**src/rtl/m_stage.sv**
```systemverilog
// -----------------------------------------------------------------------------
// m_stage -- memory stage of the in-order core pipeline (X_stage -> M -> W_stage)
//
// Registers the X-stage result and control, issues loads/stores to data memory
// over a req/gnt/rvalid handshake, formats load data (byte-lane extract plus
// sign/zero extend) and forwards the write-back value, rf_ctrl packet and valid
// to W_stage. Takes part in the stall/squash chain: it holds X while a memory
// access is outstanding and passes W's stall/squash upstream.
//
// Optional feature (compile-time macro M_STAGE_MISALIGN_TRAP_EN):
//   defined   -> a misaligned half/word access issues no request and raises
//                squash to X while it sits in the stage; its valid is dropped.
//   undefined -> no alignment check; low address bits are simply truncated.
//
// Ports:
//   clk, rst_n          core clock, asynchronous active-low reset
//   rf_ctrl_pkt_in/out  register-file control packet from X / registered to W
//   alu_result_in       ALU result or effective address
//   store_data_in       rs2 value for stores
//   mem_rd_in/mem_wr_in instruction is a load / store
//   mem_size_in         0=byte, 1=half, 2=word (3 behaves as word)
//   mem_uns_in          zero-extend loads (LBU/LHU)
//   data_out            write-back value to W
//   vld_in / vld        valid from X / valid to W
//   stall_in / stall    stall from W / stall to X
//   squash_in / squash  squash from W / squash to X
//   dmem_req/we/be/addr/wdata   data memory request (all 0 when dmem_req=0)
//   dmem_gnt/rvalid/rdata       data memory grant, response and load data
// -----------------------------------------------------------------------------

package core_types_pkg;

  localparam int N_BITS = 32;

  typedef struct packed {
    logic       rf_we;
    logic [4:0] rd_addr;
  } rf_ctrl_t;

endpackage

module m_stage #(
  parameter int N_BITS         = core_types_pkg::N_BITS,
  parameter int DMEM_ADDR_BITS = 32
) (
  input  logic                                    clk,
  input  logic                                    rst_n,
  input  logic [$bits(core_types_pkg::rf_ctrl_t)-1:0] rf_ctrl_pkt_in,
  output logic [$bits(core_types_pkg::rf_ctrl_t)-1:0] rf_ctrl_pkt_out,
  input  logic [N_BITS-1:0]                       alu_result_in,
  input  logic [N_BITS-1:0]                       store_data_in,
  input  logic                                    mem_rd_in,
  input  logic                                    mem_wr_in,
  input  logic [1:0]                              mem_size_in,
  input  logic                                    mem_uns_in,
  output logic [N_BITS-1:0]                       data_out,
  input  logic                                    vld_in,
  output logic                                    vld,
  input  logic                                    stall_in,
  output logic                                    stall,
  input  logic                                    squash_in,
  output logic                                    squash,
  output logic                                    dmem_req,
  output logic                                    dmem_we,
  output logic [3:0]                              dmem_be,
  output logic [DMEM_ADDR_BITS-1:0]               dmem_addr,
  output logic [N_BITS-1:0]                       dmem_wdata,
  input  logic                                    dmem_gnt,
  input  logic                                    dmem_rvalid,
  input  logic [N_BITS-1:0]                       dmem_rdata
);

  localparam int RF_W = $bits(core_types_pkg::rf_ctrl_t);

  typedef enum logic [1:0] {
    IDLE = 2'd0,
    REQ  = 2'd1,
    RESP = 2'd2,
    HOLD = 2'd3
  } state_t;

  state_t state_q, state_d;

  logic              vld_raw;
  logic [N_BITS-1:0] alu_q;
  logic [N_BITS-1:0] sd_q;
  logic              rd_q;
  logic              wr_q;
  logic [1:0]        size_q;
  logic              uns_q;
  logic [RF_W-1:0]   rf_q;
  logic [N_BITS-1:0] rdata_q;

  logic              memop;
  logic              misaligned;
  logic              issue_ok;
  logic              req;
  logic              capture;
  logic              gen_stall;
  logic              gen_squash;
  logic              stall_int;
  logic [1:0]        addr_lo;

  logic [3:0]        be;
  logic [N_BITS-1:0] wdata;
  logic [N_BITS-1:0] load_src;
  logic [7:0]        load_byte;
  logic [15:0]       load_half;
  logic [N_BITS-1:0] load_fmt;

  assign addr_lo = alu_q[1:0];
  assign memop   = vld_raw && (rd_q || wr_q);

  // Pipeline registers: everything X hands over advances together, and only
  // when nothing downstream (W or our own memory access) holds the stage.
  always_ff @(posedge clk or negedge rst_n) begin
    if (!rst_n) begin
      vld_raw <= 1'b0;
      alu_q   <= '0;
      sd_q    <= '0;
      rd_q    <= 1'b0;
      wr_q    <= 1'b0;
      size_q  <= 2'd0;
      uns_q   <= 1'b0;
      rf_q    <= '0;
    end else if (!stall_int) begin
      vld_raw <= vld_in;
      alu_q   <= alu_result_in;
      sd_q    <= store_data_in;
      rd_q    <= mem_rd_in;
      wr_q    <= mem_wr_in;
      size_q  <= mem_size_in;
      uns_q   <= mem_uns_in;
      rf_q    <= rf_ctrl_pkt_in;
    end
  end

`ifdef M_STAGE_MISALIGN_TRAP_EN
  // Half accesses need an even address, word accesses (and size 3, which
  // behaves as word) need a word-aligned one.
  always_comb begin
    misaligned = 1'b0;
    case (size_q)
      2'd0:    misaligned = 1'b0;
      2'd1:    misaligned = addr_lo[0];
      default: misaligned = (addr_lo != 2'b00);
    endcase
  end

  // A trapping memop never leaves IDLE, so the squash lasts exactly as long
  // as the instruction sits in the stage.
  assign gen_squash = memop && misaligned && (state_q == IDLE);
`else
  assign misaligned = 1'b0;
  assign gen_squash = 1'b0;
`endif

  assign issue_ok = !squash_in && !misaligned;

  // FSM state register.
  always_ff @(posedge clk or negedge rst_n) begin
    if (!rst_n) begin
      state_q <= IDLE;
    end else begin
      state_q <= state_d;
    end
  end

  // Next-state logic. Once a request is presented it stays up until granted,
  // even if W squashes meanwhile: the handshake is always completed and the
  // result is simply not marked valid.
  always_comb begin
    state_d = state_q;
    req     = 1'b0;
    capture = 1'b0;
    case (state_q)
      IDLE: begin
        if (memop && issue_ok) begin
          req     = 1'b1;
          state_d = dmem_gnt ? RESP : REQ;
        end
      end
      REQ: begin
        req = 1'b1;
        if (dmem_gnt) begin
          state_d = RESP;
        end
      end
      RESP: begin
        if (dmem_rvalid) begin
          if (stall_in) begin
            capture = 1'b1;
            state_d = HOLD;
          end else begin
            state_d = IDLE;
          end
        end
      end
      HOLD: begin
        if (!stall_in) begin
          state_d = IDLE;
        end
      end
      default: state_d = IDLE;
    endcase
  end

  // Response data is only on the bus for one cycle; keep a copy when W is
  // not ready to take it.
  always_ff @(posedge clk or negedge rst_n) begin
    if (!rst_n) begin
      rdata_q <= '0;
    end else if (capture) begin
      rdata_q <= dmem_rdata;
    end
  end

  // The stage holds X until the response has arrived. HOLD deliberately does
  // not stall by itself: stall_in already keeps the registers frozen there,
  // and dropping the stall the moment W releases lets the registers advance in
  // the same cycle the FSM returns to IDLE, so the memop is never reissued.
  always_comb begin
    gen_stall = 1'b0;
    if (memop) begin
      case (state_q)
        IDLE:    gen_stall = issue_ok;
        REQ:     gen_stall = 1'b1;
        RESP:    gen_stall = !dmem_rvalid;
        default: gen_stall = 1'b0;
      endcase
    end
  end

  assign stall_int = stall_in || gen_stall;

  // Byte enables and lane-replicated store data.
  always_comb begin
    be    = 4'b1111;
    wdata = sd_q;
    case (size_q)
      2'd0: begin
        be    = 4'b0001 << addr_lo;
        wdata = {4{sd_q[7:0]}};
      end
      2'd1: begin
        be    = 4'b0011 << {addr_lo[1], 1'b0};
        wdata = {2{sd_q[15:0]}};
      end
      default: begin
        be    = 4'b1111;
        wdata = sd_q;
      end
    endcase
  end

  // Load formatting: pick the addressed lane, then sign- or zero-extend.
  always_comb begin
    load_src  = (state_q == HOLD) ? rdata_q : dmem_rdata;
    load_byte = load_src[{addr_lo, 3'b000} +: 8];
    load_half = load_src[{addr_lo[1], 4'b0000} +: 16];
    load_fmt  = load_src;
    case (size_q)
      2'd0: begin
        load_fmt = uns_q ? {{(N_BITS-8){1'b0}}, load_byte}
                         : {{(N_BITS-8){load_byte[7]}}, load_byte};
      end
      2'd1: begin
        load_fmt = uns_q ? {{(N_BITS-16){1'b0}}, load_half}
                         : {{(N_BITS-16){load_half[15]}}, load_half};
      end
      default: load_fmt = load_src;
    endcase
  end

  assign dmem_req   = req;
  assign dmem_we    = req && wr_q;
  assign dmem_be    = req ? be : 4'b0000;
  assign dmem_addr  = req ? {alu_q[DMEM_ADDR_BITS-1:2], 2'b00} : '0;
  assign dmem_wdata = req ? wdata : '0;

  assign data_out        = rd_q ? load_fmt : alu_q;
  assign rf_ctrl_pkt_out = rf_q;

  assign vld = vld_raw && !gen_stall && !squash_in && !gen_squash;

  // stall_in/squash_in would otherwise pass straight through during reset.
  assign stall  = rst_n && stall_int;
  assign squash = rst_n && (squash_in || gen_squash);

endmodule

```
**config.mk**
```make
export PLATFORM = sky130hd
export DESIGN_NAME = m_stage
export DESIGN_NICKNAME = d
export VERILOG_FILES = /design/src/rtl/m_stage.sv
export SDC_FILE = /design/constraint.sdc
export NUM_CORES = 1
export LEC_CHECK = 0
export ABC_CLOCK_PERIOD_IN_PS = 4000
export BUFFER_PORTS_ARGS = -buffer_cell sky130_fd_sc_hd__buf_2
export CAP_MARGIN = 20
export CORE_AREA = 5 5 170 172
export CTS_CLUSTER_SIZE = 8
export DETAILED_ROUTE_END_ITERATION = 7
export DIE_AREA = 0 0 175 177
export PLACE_DENSITY = 0.54
export SLEW_MARGIN = 20
export SYNTH_ARGS = -nofsm -noshare
export SYNTH_HDL_FRONTEND = slang
export SYNTH_SLANG_ARGS = --single-unit
```
**constraint.sdc**
```tcl
create_clock -name clk -period 4 [get_ports clk]
set_input_delay 0.8 -clock clk [delete_from_list [all_inputs] [get_ports clk]]
set_output_delay 0.8 -clock clk [all_outputs]
set_load 0.05 [all_outputs]
```
**After elaboration in Yosys (flattened, before gate mapping)**

Index checks and enable logic that the tools add are counted.

- Register bits: 110
- Bits of input ports: 114
- Output and inout port bits: 111
- Word-level logic and storage cells: 61

- Equality and inequality tests: 8
- Shift operators: 4
- Muxes and demuxes: 24
- Reductions and logical operators: 15

Operators by type and width:

| operator | count |
|---|---|
| $mux W32 | 6 |
| $pmux W32 S2 | 2 |
| $shiftx A32 B6 Y16 | 1 |
| $shiftx A32 B6 Y8 | 1 |
| $mux W2 | 6 |
| $ne A2 B2 Y1 const B | 4 |
| $pmux W2 S4 | 1 |
| $pmux W4 S2 | 1 |
| $logic_and A1 B1 Y1 | 7 |
| $mux W1 | 5 |
| $eq A2 B1 Y1 const B | 2 |
| $eq A2 B2 Y1 const B | 2 |
| $logic_not A2 Y1 | 2 |
| $mux W4 | 1 |
| $reduce_and A4 Y1 | 1 |
| $shl A1 B2 Y4 const A | 1 |
| $shl A2 B2 Y4 const A | 1 |
| $logic_not A1 Y1 | 3 |
| $pmux W1 S3 | 1 |
| $logic_or A1 B1 Y1 | 2 |
| $pmux W1 S2 | 1 |

**Logic depth before layout (Yosys ltp)**

Gate-level depths: netlist of run 1.

- Depth in word-level cells: 6
- Depth in mapped cells: 7
- Gate-level depth less buffers: 5

**Worst setup path before layout of run 1**

Ideal clock, no wire load.

- Path kind: in2out
- Start point: input dmem_rdata[15]
- End point: output data_out[23]
- Data arrival time: 2.438 ns
- Required time: 3.200 ns
- Setup slack: 0.762 ns
- Stages on the path: 5
- Buffers on the path: 1
- Path through: a21bo_4 > a311oi_4 > nand4_4 > buf_6 > a31oi_1

- Word-level cells in the longest chain between the ends: 5
- Elaborated cells on any way between the ends: 7
- Classes of those cells: shift (2); mux (5)

Ends and longest elaborated chain:

| item | line | text |
|---|---|---|
| start: declaration | 70 | `input logic [N_BITS-1:0] dmem_rdata` |
| $mux W32 (*) | 258 | `load_src = (state_q == HOLD) ? rdata_q : dmem_rdata;` |
| $shiftx A32 B6 Y16 or $shiftx A32 B6 Y8 (tied branches) | 260, 259 |  |
| $mux W32, on equally long branches | 268, 264 |  |
| $pmux W32 S2 (*) | 262 | `case (size_q)` |
| $mux W32 (*) | 281 | `assign data_out = rd_q ? load_fmt : alu_q;` |
| end: declaration | 56 | `output logic [N_BITS-1:0] data_out,` |

Mark *: on every way between the ends. The rest lies on a longest branch, timed or not.

**Final worst setup path of run 1**

- Start point: register state_q[1]
- End point: output data_out[18]

- Word-level cells in the longest chain between the ends: 6
- Elaborated cells on any way between the ends: 8
- Classes of those cells: eq/ne (1); shift (2); mux (5)

Ends and longest elaborated chain:

| item | line | text |
|---|---|---|
| start: declaration | 82 | `state_t state_q, state_d;` |
| start signal: assignment | 165 | `state_q <= state_d;` |
| $eq A2 B2 Y1 (*) | 258 |  |
| $mux W32 (*) | 258 |  |
| $shiftx A32 B6 Y16 or $shiftx A32 B6 Y8 (tied branches) | 260, 259 |  |
| $mux W32, on equally long branches | 268, 264 |  |
| $pmux W32 S2 (*) | 262 |  |
| $mux W32 (*) | 281 |  |

Marks and branches as above.

==> reports/metrics.json, run 1 <==
{
  "critical_path": {
    "crit-reg2reg-capture": "sd_q[9]$_DFFE_PN0N_",
    "worst_setup_path_end_kind": "primary output",
    "worstReg2RegStart": "state_q[1]$_DFFE_PN0P_",
    "r2r_cells": 7,
    "regToRegSetupSlack_ps": 1100,
    "critical_path.startpoint": "state_q[1]$_DFFE_PN0P_",
    "start_kind": "flop",
    "critPathRequiredTime_ps": 3200,
    "path_class": "reg2out",
    "timing.critical_path.arrival_ps": 2820,
    "timing.critical_path.fanout_max": 50
  },
  "die": {
    "dieArea_um2": 31000,
    "vertical_die_dimension_um": 177,
    "std_cell_rows": 61,
    "boundaryPins": 225,
    "design.core.area_um2": 27300,
    "die_width_um": 175,
    "initial_utilization_pct": 24.5
  },
  "pwr": {
    "irDropWorstVdd_uv": 418,
    "total_leakage_power_uw": 0.00391,
    "power-per-cell-area_nw_per_um2": 965
  },
  "global_routing": {
    "grt_util_met3_pct": 4.93,
    "global_route.usage.met1_pct": 19.6,
    "grt_pass1_vias": 6156,
    "top_usage_layer": "met2",
    "global_route.overflow_total": 0,
    "first_pass_grt_wire_length_mm": 37.4,
    "antenna_violations_before_repair": 7,
    "maximum_number_of_pins_on_one_net_before_global_route_repair": 58,
    "routing_usage_on_met2_pct": 26.4,
    "global_route.usage.total_pct": 15.7
  },
  "synthesis": {
    "synth_cell_types": 51,
    "mapped_cell_area_um2": 6690,
    "synth.area.mux_share_pct": 20.9,
    "synth_top_family_by_area": "multiplexers",
    "yosys.cell_count.top_type": "sky130_fd_sc_hd__dfrtp_1",
    "post_synth_edffs": 0,
    "synth-seq-cells": 110,
    "compound_gate_fraction_of_synth_area_pct": 17.9,
    "yosys-top-cells-area": "sky130_fd_sc_hd__dfrtp_1, sky130_fd_sc_hd__mux2_2, sky130_fd_sc_hd__and2_1, sky130_fd_sc_hd__a21oi_1, sky130_fd_sc_hd__nor2_1",
    "syn-mean-instance-area_um2": 10.5,
    "yosys.area.top_type_share_pct": 41.1,
    "syn-instance-count": 638,
    "synth-adder-area-share_pct": 0,
    "seq_area_frac_synth_pct": 41.1,
    "yosys-top-cells-count": "sky130_fd_sc_hd__dfrtp_1, sky130_fd_sc_hd__mux2_2, sky130_fd_sc_hd__nor2_1",
    "synthArstFlopShare_pct": 100,
    "synth-xor-area-share_pct": 0,
    "synthesis.yosys.warnings": 0,
    "netlist.top_cell.by_area": "sky130_fd_sc_hd__dfrtp_1",
    "synth_flop_cell": "sky130_fd_sc_hd__dfrtp_1",
    "yosys.area_share.simple_pct": 14.7
  },
  "placed_design": {
    "detailedPlacementHpwl_mm": 18.6,
    "port_buffers": 222,
    "gp_routability_congestion": 0.835
  },
  "finish": {
    "final-seq-area_um2": 2760,
    "filler_cell_count": 2905,
    "drive_above_1_share_pct": 47.8,
    "flow.area_growth_from_synthesis_pct": 25.8,
    "final_nets": 950,
    "multiInputGateArea_um2": 3600
  },
  "clock_tree": {
    "post_cts_buffers": 0,
    "cts.root.buffer_cell": "sky130_fd_sc_hd__clkbuf_16",
    "cts-hold-fix-buffers": 0,
    "post_cts_resized": 0,
    "cts_tree": "built",
    "cts_buffers": 9,
    "buffer_depth_of_the_longest_clock_path": 2,
    "clk_pin_slew_ps": 80,
    "tritoncts_num_sinks": 110,
    "cts_h_tree_depth": 3,
    "worstSkewPairLatency_ps": 360
  },
  "detailed_routing": {
    "drtIter0Drc": 303,
    "detail_route.first_pass.iterations": 5,
    "post_route_drc_violation_count": 0,
    "dr_total_vias": 5854,
    "routed_wl_mm": 24.5,
    "final_antenna_net_count": 0,
    "route.detailed.wl_per_inst_um": 20.6,
    "via_per_inst": 4.92
  },
  "status": {
    "outcome": "complete, no violations"
  },
  "timing": {
    "max_freq_mhz": 276,
    "clock_skew_ps": 12.2,
    "setup_violations": 0,
    "final_period_minus_worst_setup_slack_ps": 3620,
    "post-route-period-util_pct": 90.6,
    "grt_setup_unrepaired": "no",
    "setup_total_negative_slack_ps": 0,
    "worst_hold_slack_ps": 504,
    "worst_slew_margin_rel_pct": 44.8,
    "drv_slew": 0,
    "timing_worst_slew_pin_value_ps": 828,
    "timing_hold_violations_final": 0
  },
  "worst_hold_path": {
    "worst_hold_path.endpoint": "rdata_q[17]$_DFFE_PN0P_",
    "hold_path_startpoint": "rdata_q[17]$_DFFE_PN0P_",
    "worstHoldPathCells": 1,
    "min_path_type": "reg2reg"
  },
  "job": {
    "timing.max_cap.violations": 0
  }
}
## flip-flops by register name, indices dropped and copies added (netlist names)
| register | cells |
|---|---|
| uns_q | 1 |
| vld_raw | 1 |
| rdata_q | 32 |
| rf_ctrl_pkt_out | 6 |
| size_q | 2 |
| sd_q | 32 |
| alu_q | 32 |
| rd_q | 1 |
| wr_q | 1 |
| state_q | 2 |
## worst max path at each step
stage | end | depth (start not counted) | slack [ps]
after floorplan | data_out[23] | 5 | 760
after global placement | data_out[18] | 6 | 690
after detailed placement | data_out[18] | 6 | 650
after CTS | data_out[18] | 6 | 360
after global routing | data_out[18] | 6 | 150
final | data_out[18] | 6 | 380
## cell usage in the layout, fill, tap and decap left out, types with 4 or more instances in the layout
cell type,synthesis,routed
sky130_fd_sc_hd__buf_2,15,220
sky130_fd_sc_hd__mux2_2,108,108
sky130_fd_sc_hd__dfrtp_1,110,108
sky130_fd_sc_hd__nor2_1,58,58
sky130_fd_sc_hd__and2_1,48,48
sky130_fd_sc_hd__a21oi_1,44,44
sky130_fd_sc_hd__and3_1,24,24
sky130_fd_sc_hd__buf_4,8,23
sky130_fd_sc_hd__nand2_1,19,19
sky130_fd_sc_hd__mux2i_1,16,16
sky130_fd_sc_hd__a2111oi_0,14,14
sky130_fd_sc_hd__a31oi_1,10,10
sky130_fd_sc_hd__a2bb2oi_1,10,10
sky130_fd_sc_hd__a21o_1,9,9
sky130_fd_sc_hd__a211oi_1,9,9
sky130_fd_sc_hd__clkbuf_16,0,9
sky130_fd_sc_hd__nand3_1,8,8
sky130_fd_sc_hd__nand2b_1,8,8
sky130_fd_sc_hd__a31oi_2,7,7
sky130_fd_sc_hd__o21ai_0,7,7
sky130_fd_sc_hd__a21bo_2,7,7
sky130_fd_sc_hd__nor4_1,7,7
sky130_fd_sc_hd__o221ai_1,7,7
sky130_fd_sc_hd__a31o_2,5,5
sky130_fd_sc_hd__o22a_1,5,5
sky130_fd_sc_hd__inv_1,4,4
sky130_fd_sc_hd__a41oi_1,4,4
## worst max-delay path, cell delays in order (launching register included)
cell                       delay [ps]
sky130_fd_sc_hd__dfrtp_1          360
sky130_fd_sc_hd__buf_4            420
sky130_fd_sc_hd__nand3_1          250
sky130_fd_sc_hd__a311oi_4         300
sky130_fd_sc_hd__nand4_4          460
sky130_fd_sc_hd__a41oi_1          360
sky130_fd_sc_hd__buf_2            300
## stage by stage
step / power [µW] / area (µm²) / util (%) / cells / setup WS [ps]
finish: 8120 / 8420 / 30.8 / 1190 / 377
global route: 8610 / 8410 / 30.8 / 1189 / 147
CTS: 8220 / 8410 / 30.8 / 1187 / 358
detailed placement: 7230 / 8100 / 29.6 / 1171 / 647
global placement: 7210 / 8100 / 29.6 / 1171 / 689
floorplan: 5900 / 6690 / - / 639 / 762
## routing by layer
layer | share of wire [%] | routed length (µm) | up-vias
met5 | 0.27 | 65 | -
met4 | 1.3 | 321 | 10
met3 | 8.0 | 1950 | 32
met2 | 48 | 11800 | 228
met1 | 42 | 10300 | 2842
li1 | - | - | 2742
## logic make-up (layout without fill, tap and decap cells)
group                  count (synthesis)  after routing
buffers and inverters                 63            265
muxes                                125            125
other                                  1              5
AOI/OAI and AO/OA                    153            153
and+or+nand+nor                      186            186
DFF                                  110            110
## layout make-up
type	instances	area share (%)
Multi-Input combinational cell	466	42.8
Sequential cell	110	32.7
Timing Repair Buffer	244	15.4
Tap cell	346	5.14
Clock buffer	9	2.68
Clock inverter	7	0.996
Inverter	5	0.223
Antenna cell	3	0.0892
## power breakdown
group / total (µW) / internal, µW / switching (µW)
Combinational: 5160 / 1570 / 3590
Sequential: 1990 / 1600 / 385
Clock: 971 / 497 / 473
Note: power is estimated with default switching activity, not from simulation.
==> run 2, diff against run 1 <==
Settings changed: PLACE_DENSITY 0.54 to 0.52.
==> run 2 against run 1 <==
Die area unchanged. Hold slack better by 3.7 ps. Cell count fell by 0.42%. First-iteration DRC count is 9.6% lower. Via count shrank 0.36%. Utilization is 0.22 points lower. Routed wire length up 1.3%. Register-to-register slack better by 30 ps. Clock skew fell by 2.0 ps. Final area decreased by 0.71%. Global-route usage increased by 0.074 points. Critical endpoint is now data_out[19]. Highest routed layer unchanged.
==> reports/metrics.json, run 2 (synthesis results as in run 1) <==
{
  "clock_tree": {
    "post_cts_resized": {"value": 0, "change": "unchanged"},
    "worstSkewPairLatency": {"value": 360, "unit": "ps", "change": "about the same"},
    "post_cts_buffers": {"value": 0, "change": "unchanged"},
    "clk_pin_slew": {"value": 80, "unit": "ps", "change": "about the same"},
    "cts_buffers": {"value": 9, "change": "unchanged"},
    "cts-hold-fix-buffers": {"value": 0, "change": "unchanged"},
    "tritoncts_num_sinks": {"value": 110, "change": "unchanged"},
    "cts_h_tree_depth": {"value": 3, "change": "unchanged"},
    "buffer_depth_of_the_longest_clock_path": {"value": 2, "change": "unchanged"},
    "cts.root.buffer_cell": "sky130_fd_sc_hd__clkbuf_16",
    "cts_tree": "built"
  },
  "global_routing": {
    "maximum_number_of_pins_on_one_net_before_global_route_repair": {"value": 64, "change": "+10%"},
    "grt_pass1_vias": {"value": 6149, "change": "-0.11%"},
    "global_route.overflow_total": {"value": 0, "change": "unchanged"},
    "antenna_violations_before_repair": {"value": 7, "change": "unchanged"},
    "global_route.usage.total": {"value": 15.8, "unit": "%", "change": "+0.074 points"},
    "first_pass_grt_wire_length": {"value": 37.4, "unit": "mm", "change": "about the same"}
  },
  "die": {
    "initial_utilization": {"value": 24.5, "unit": "%", "change": "unchanged"},
    "vertical_die_dimension": {"value": 177, "unit": "µm", "change": "unchanged"},
    "die_width": {"value": 175, "unit": "µm", "change": "unchanged"},
    "boundaryPins": {"value": 225, "change": "unchanged"},
    "dieArea": {"value": 31000, "unit": "µm²", "change": "unchanged"},
    "design.core.area": {"value": 27300, "unit": "µm²", "change": "unchanged"},
    "std_cell_rows": {"value": 61, "change": "unchanged"}
  },
  "timing": {
    "post-route-period-util": {"value": 89.6, "unit": "%", "change": "-0.94 points"},
    "final_period_minus_worst_setup_slack": {"value": 3590, "unit": "ps", "change": "-37.8 ps"},
    "setup_total_negative_slack": {"value": 0, "unit": "ps", "change": "unchanged"},
    "drv_slew": {"value": 0, "change": "unchanged"},
    "timing_hold_violations_final": {"value": 0, "change": "unchanged"},
    "setup_violations": {"value": 0, "change": "unchanged"},
    "timing_worst_slew_pin_value": {"value": 861, "unit": "ps", "change": "+32.3 ps"},
    "max_freq": {"value": 279, "unit": "MHz", "change": "+1.1%"},
    "worst_slew_margin_rel": {"value": 42.6, "unit": "%", "change": "-2.2 points"},
    "postLayoutSetupSlackWorst": {"value": 415, "unit": "ps", "change": "+37.8 ps"},
    "clock_skew": {"value": 10.2, "unit": "ps", "change": "-2.02 ps"},
    "grt_setup_unrepaired": "no",
    "worst_hold_slack": {"value": 507, "unit": "ps", "change": "+3.69 ps"}
  },
  "finish": {
    "filler_cell_count": {"value": 2929, "change": "+0.83%"},
    "final_nets": {"value": 946, "change": "-0.42%"},
    "post-route-util": {"value": 30.6, "unit": "%", "change": "-0.22 points"},
    "final_common_cell": "sky130_fd_sc_hd__buf_2",
    "drive_above_1_share": {"value": 47.6, "unit": "%", "change": "-0.25 points"},
    "top_regs": "alu_q (32), rdata_q (32), sd_q (32)",
    "flow.area_growth_from_synthesis_pct": 24.9,
    "final-seq-area": {"value": 2760, "unit": "µm²", "change": "unchanged"},
    "layout.cells.most_common_list": "sky130_fd_sc_hd__buf_2, sky130_fd_sc_hd__mux2_2, sky130_fd_sc_hd__dfrtp_1, sky130_fd_sc_hd__nor2_1, sky130_fd_sc_hd__and2_1",
    "multiInputGateArea": {"value": 3600, "unit": "µm²", "change": "unchanged"}
  },
  "detailed_routing": {
    "detail_route.first_pass.iterations": {"value": 4, "change": "-1"},
    "drtIter0Drc": {"value": 274, "change": "-9.6%"},
    "final_antenna_net_count": {"value": 0, "change": "unchanged"},
    "via_per_inst": {"value": 4.92, "change": "about the same"},
    "route.detailed.wl_per_inst": {"value": 21.0, "unit": "µm", "change": "+1.8%"},
    "post_route_drc_violation_count": {"value": 0, "change": "unchanged"},
    "routed_wl": {"value": 24.8, "unit": "mm", "change": "+1.3%"},
    "dr_total_vias": {"value": 5833, "change": "-0.36%"}
  },
  "job": {
    "timing.max_cap.violations": {"value": 0, "change": "unchanged"}
  },
  "critical_path": {
    "worstPathCellList": "buf_4, nand3_1, a311oi_4, nand4_4, a41oi_1, buf_2",
    "critical_path.startpoint": "state_q[1]$_DFFE_PN0P_",
    "endpoint": "data_out[19]",
    "crit_path_max_incr_delay": {"value": 460, "unit": "ps", "change": "about the same"},
    "start_kind": "flop",
    "regToRegSetupSlack": {"value": 1130, "unit": "ps", "change": "+30 ps"},
    "timing.critical_path.fanout_max": {"value": 50, "change": "unchanged"},
    "r2r_cells": {"value": 7, "change": "unchanged"},
    "crit-reg2reg-capture": "alu_q[21]$_DFFE_PN0N_",
    "worstReg2RegStart": "state_q[1]$_DFFE_PN0P_",
    "critPathRequiredTime": {"value": 3200, "unit": "ps", "change": "about the same"},
    "worst_setup_path_end_kind": "primary output",
    "path_class": "reg2out",
    "timing.critical_path.arrival": {"value": 2790, "unit": "ps", "change": "-30 ps"},
    "crit_path_top_delay_cell": "sky130_fd_sc_hd__nand4_4"
  },
  "placed_design": {
    "detailedPlacementHpwl": {"value": 18.6, "unit": "mm", "change": "+0.37%"},
    "placement.setup.worst_slack": {"value": 629, "unit": "ps", "change": "-18.2 ps"},
    "port_buffers": {"value": 222, "change": "unchanged"},
    "gp_routability_congestion": {"value": 0.813, "change": "-2.6%"}
  },
  "status": {
    "outcome": "complete, no violations"
  },
  "pwr": {
    "combinationalPowerShare": {"value": 63.7, "unit": "%", "change": "about the same"},
    "irDropWorstVdd": {"value": 382, "unit": "µV", "change": "-8.6%"},
    "power.share.switching": {"value": 55.3, "unit": "%", "change": "+0.49 points"},
    "switching_power": {"value": 4450, "unit": "µW", "change": "about the same"},
    "total_leakage_power": {"value": 0.00387, "unit": "µW", "change": "-1.0%"},
    "intPower": {"value": 3590, "unit": "µW", "change": "-2.0%"},
    "p_seq_share": {"value": 25.1, "unit": "%", "change": "+0.6 points"},
    "clock_power_share": {"value": 11.2, "unit": "%", "change": "-0.8 points"},
    "power-per-cell-area": {"value": 963, "unit": "nW/µm²", "change": "-0.17%"},
    "total_power": {"value": 8050, "unit": "µW", "change": "-0.89%"}
  },
  "worst_hold_path": {
    "min_path_type": "reg2reg"
  }
}
[run 2: cell count changes in the layout (fill, tap and decap cells not counted), sizes merged]
cell      change
diode         -1
bufinv        -1
inv           -1
clkbuf        +1
clkinv        -1
buf           -4
clkinvlp      +2
[run 2: worst min-delay path by stage]
stage | from | to | slack, ps | cells past startpoint
floorplan | rdata_q[10]$_DFFE_PN0P_ | rdata_q[10]$_DFFE_PN0P_ | 470 | 1
global placement | rdata_q[26]$_DFFE_PN0P_ | rdata_q[26]$_DFFE_PN0P_ | 480 | 1
detailed placement | rdata_q[21]$_DFFE_PN0P_ | rdata_q[21]$_DFFE_PN0P_ | 490 | 1
CTS | rdata_q[21]$_DFFE_PN0P_ | rdata_q[21]$_DFFE_PN0P_ | 500 | 1
global route | rdata_q[18]$_DFFE_PN0P_ | rdata_q[18]$_DFFE_PN0P_ | 520 | 1
finish | rdata_q[10]$_DFFE_PN0P_ | rdata_q[10]$_DFFE_PN0P_ | 510 | 1
[run 2: metal layers]
| metal | share of wire (%) | wire (µm) | GRT usage [%] | vias up |
|---|---|---|---|---|
| met4 | 3.2 | 792 | 5.53 | 10 |
| met5 | 0.25 | 62 | 0 | - |
| met1 | 41 | 10300 | 19.6 | 2826 |
| li1 | - | - | - | 2735 |
| met2 | 46 | 11500 | 25.1 | 217 |
| met3 | 8.8 | 2180 | 6.07 | 45 |
[run 2: critical path: cells and delay by family, from the launching register on]
family | cells | cell delay, ps
and+or+nand+nor | 2 | 700
AOI/OAI and AO/OA | 2 | 650
DFF | 1 | 360
buffers and inverters | 2 | 710
[run 2: layout make-up]
| class | count | area share [%] |
|---|---|---|
| Multi-Input combinational cell | 466 | 43.1 |
| Sequential cell | 110 | 33.0 |
| Timing Repair Buffer | 240 | 15.1 |
| Tap cell | 346 | 5.18 |
| Clock buffer | 10 | 2.86 |
| Clock inverter | 6 | 0.539 |
| Inverter | 5 | 0.225 |
| Antenna cell | 2 | 0.0599 |
[run 2: through the flow]
| step | cells | area (µm²) |
|---|---|---|
| final | 1185 | 8360 |
| after global routing | 1184 | 8350 |
| after CTS | 1183 | 8350 |
| after detailed placement | 1167 | 8070 |
| after global placement | 1167 | 8070 |
| after floorplan | 639 | 6690 |
[run 2: power by group through the flow]
stage	clock, µW	combinational [µW]	sequential, µW
2_1_floorplan	0	3970	1930
3_3_place_gp	0	5170	2020
3_5_place_dp	0	5180	2040
4_1_cts	941	5190	2020
5_1_grt	978	5450	2090
6_report	902	5130	2020
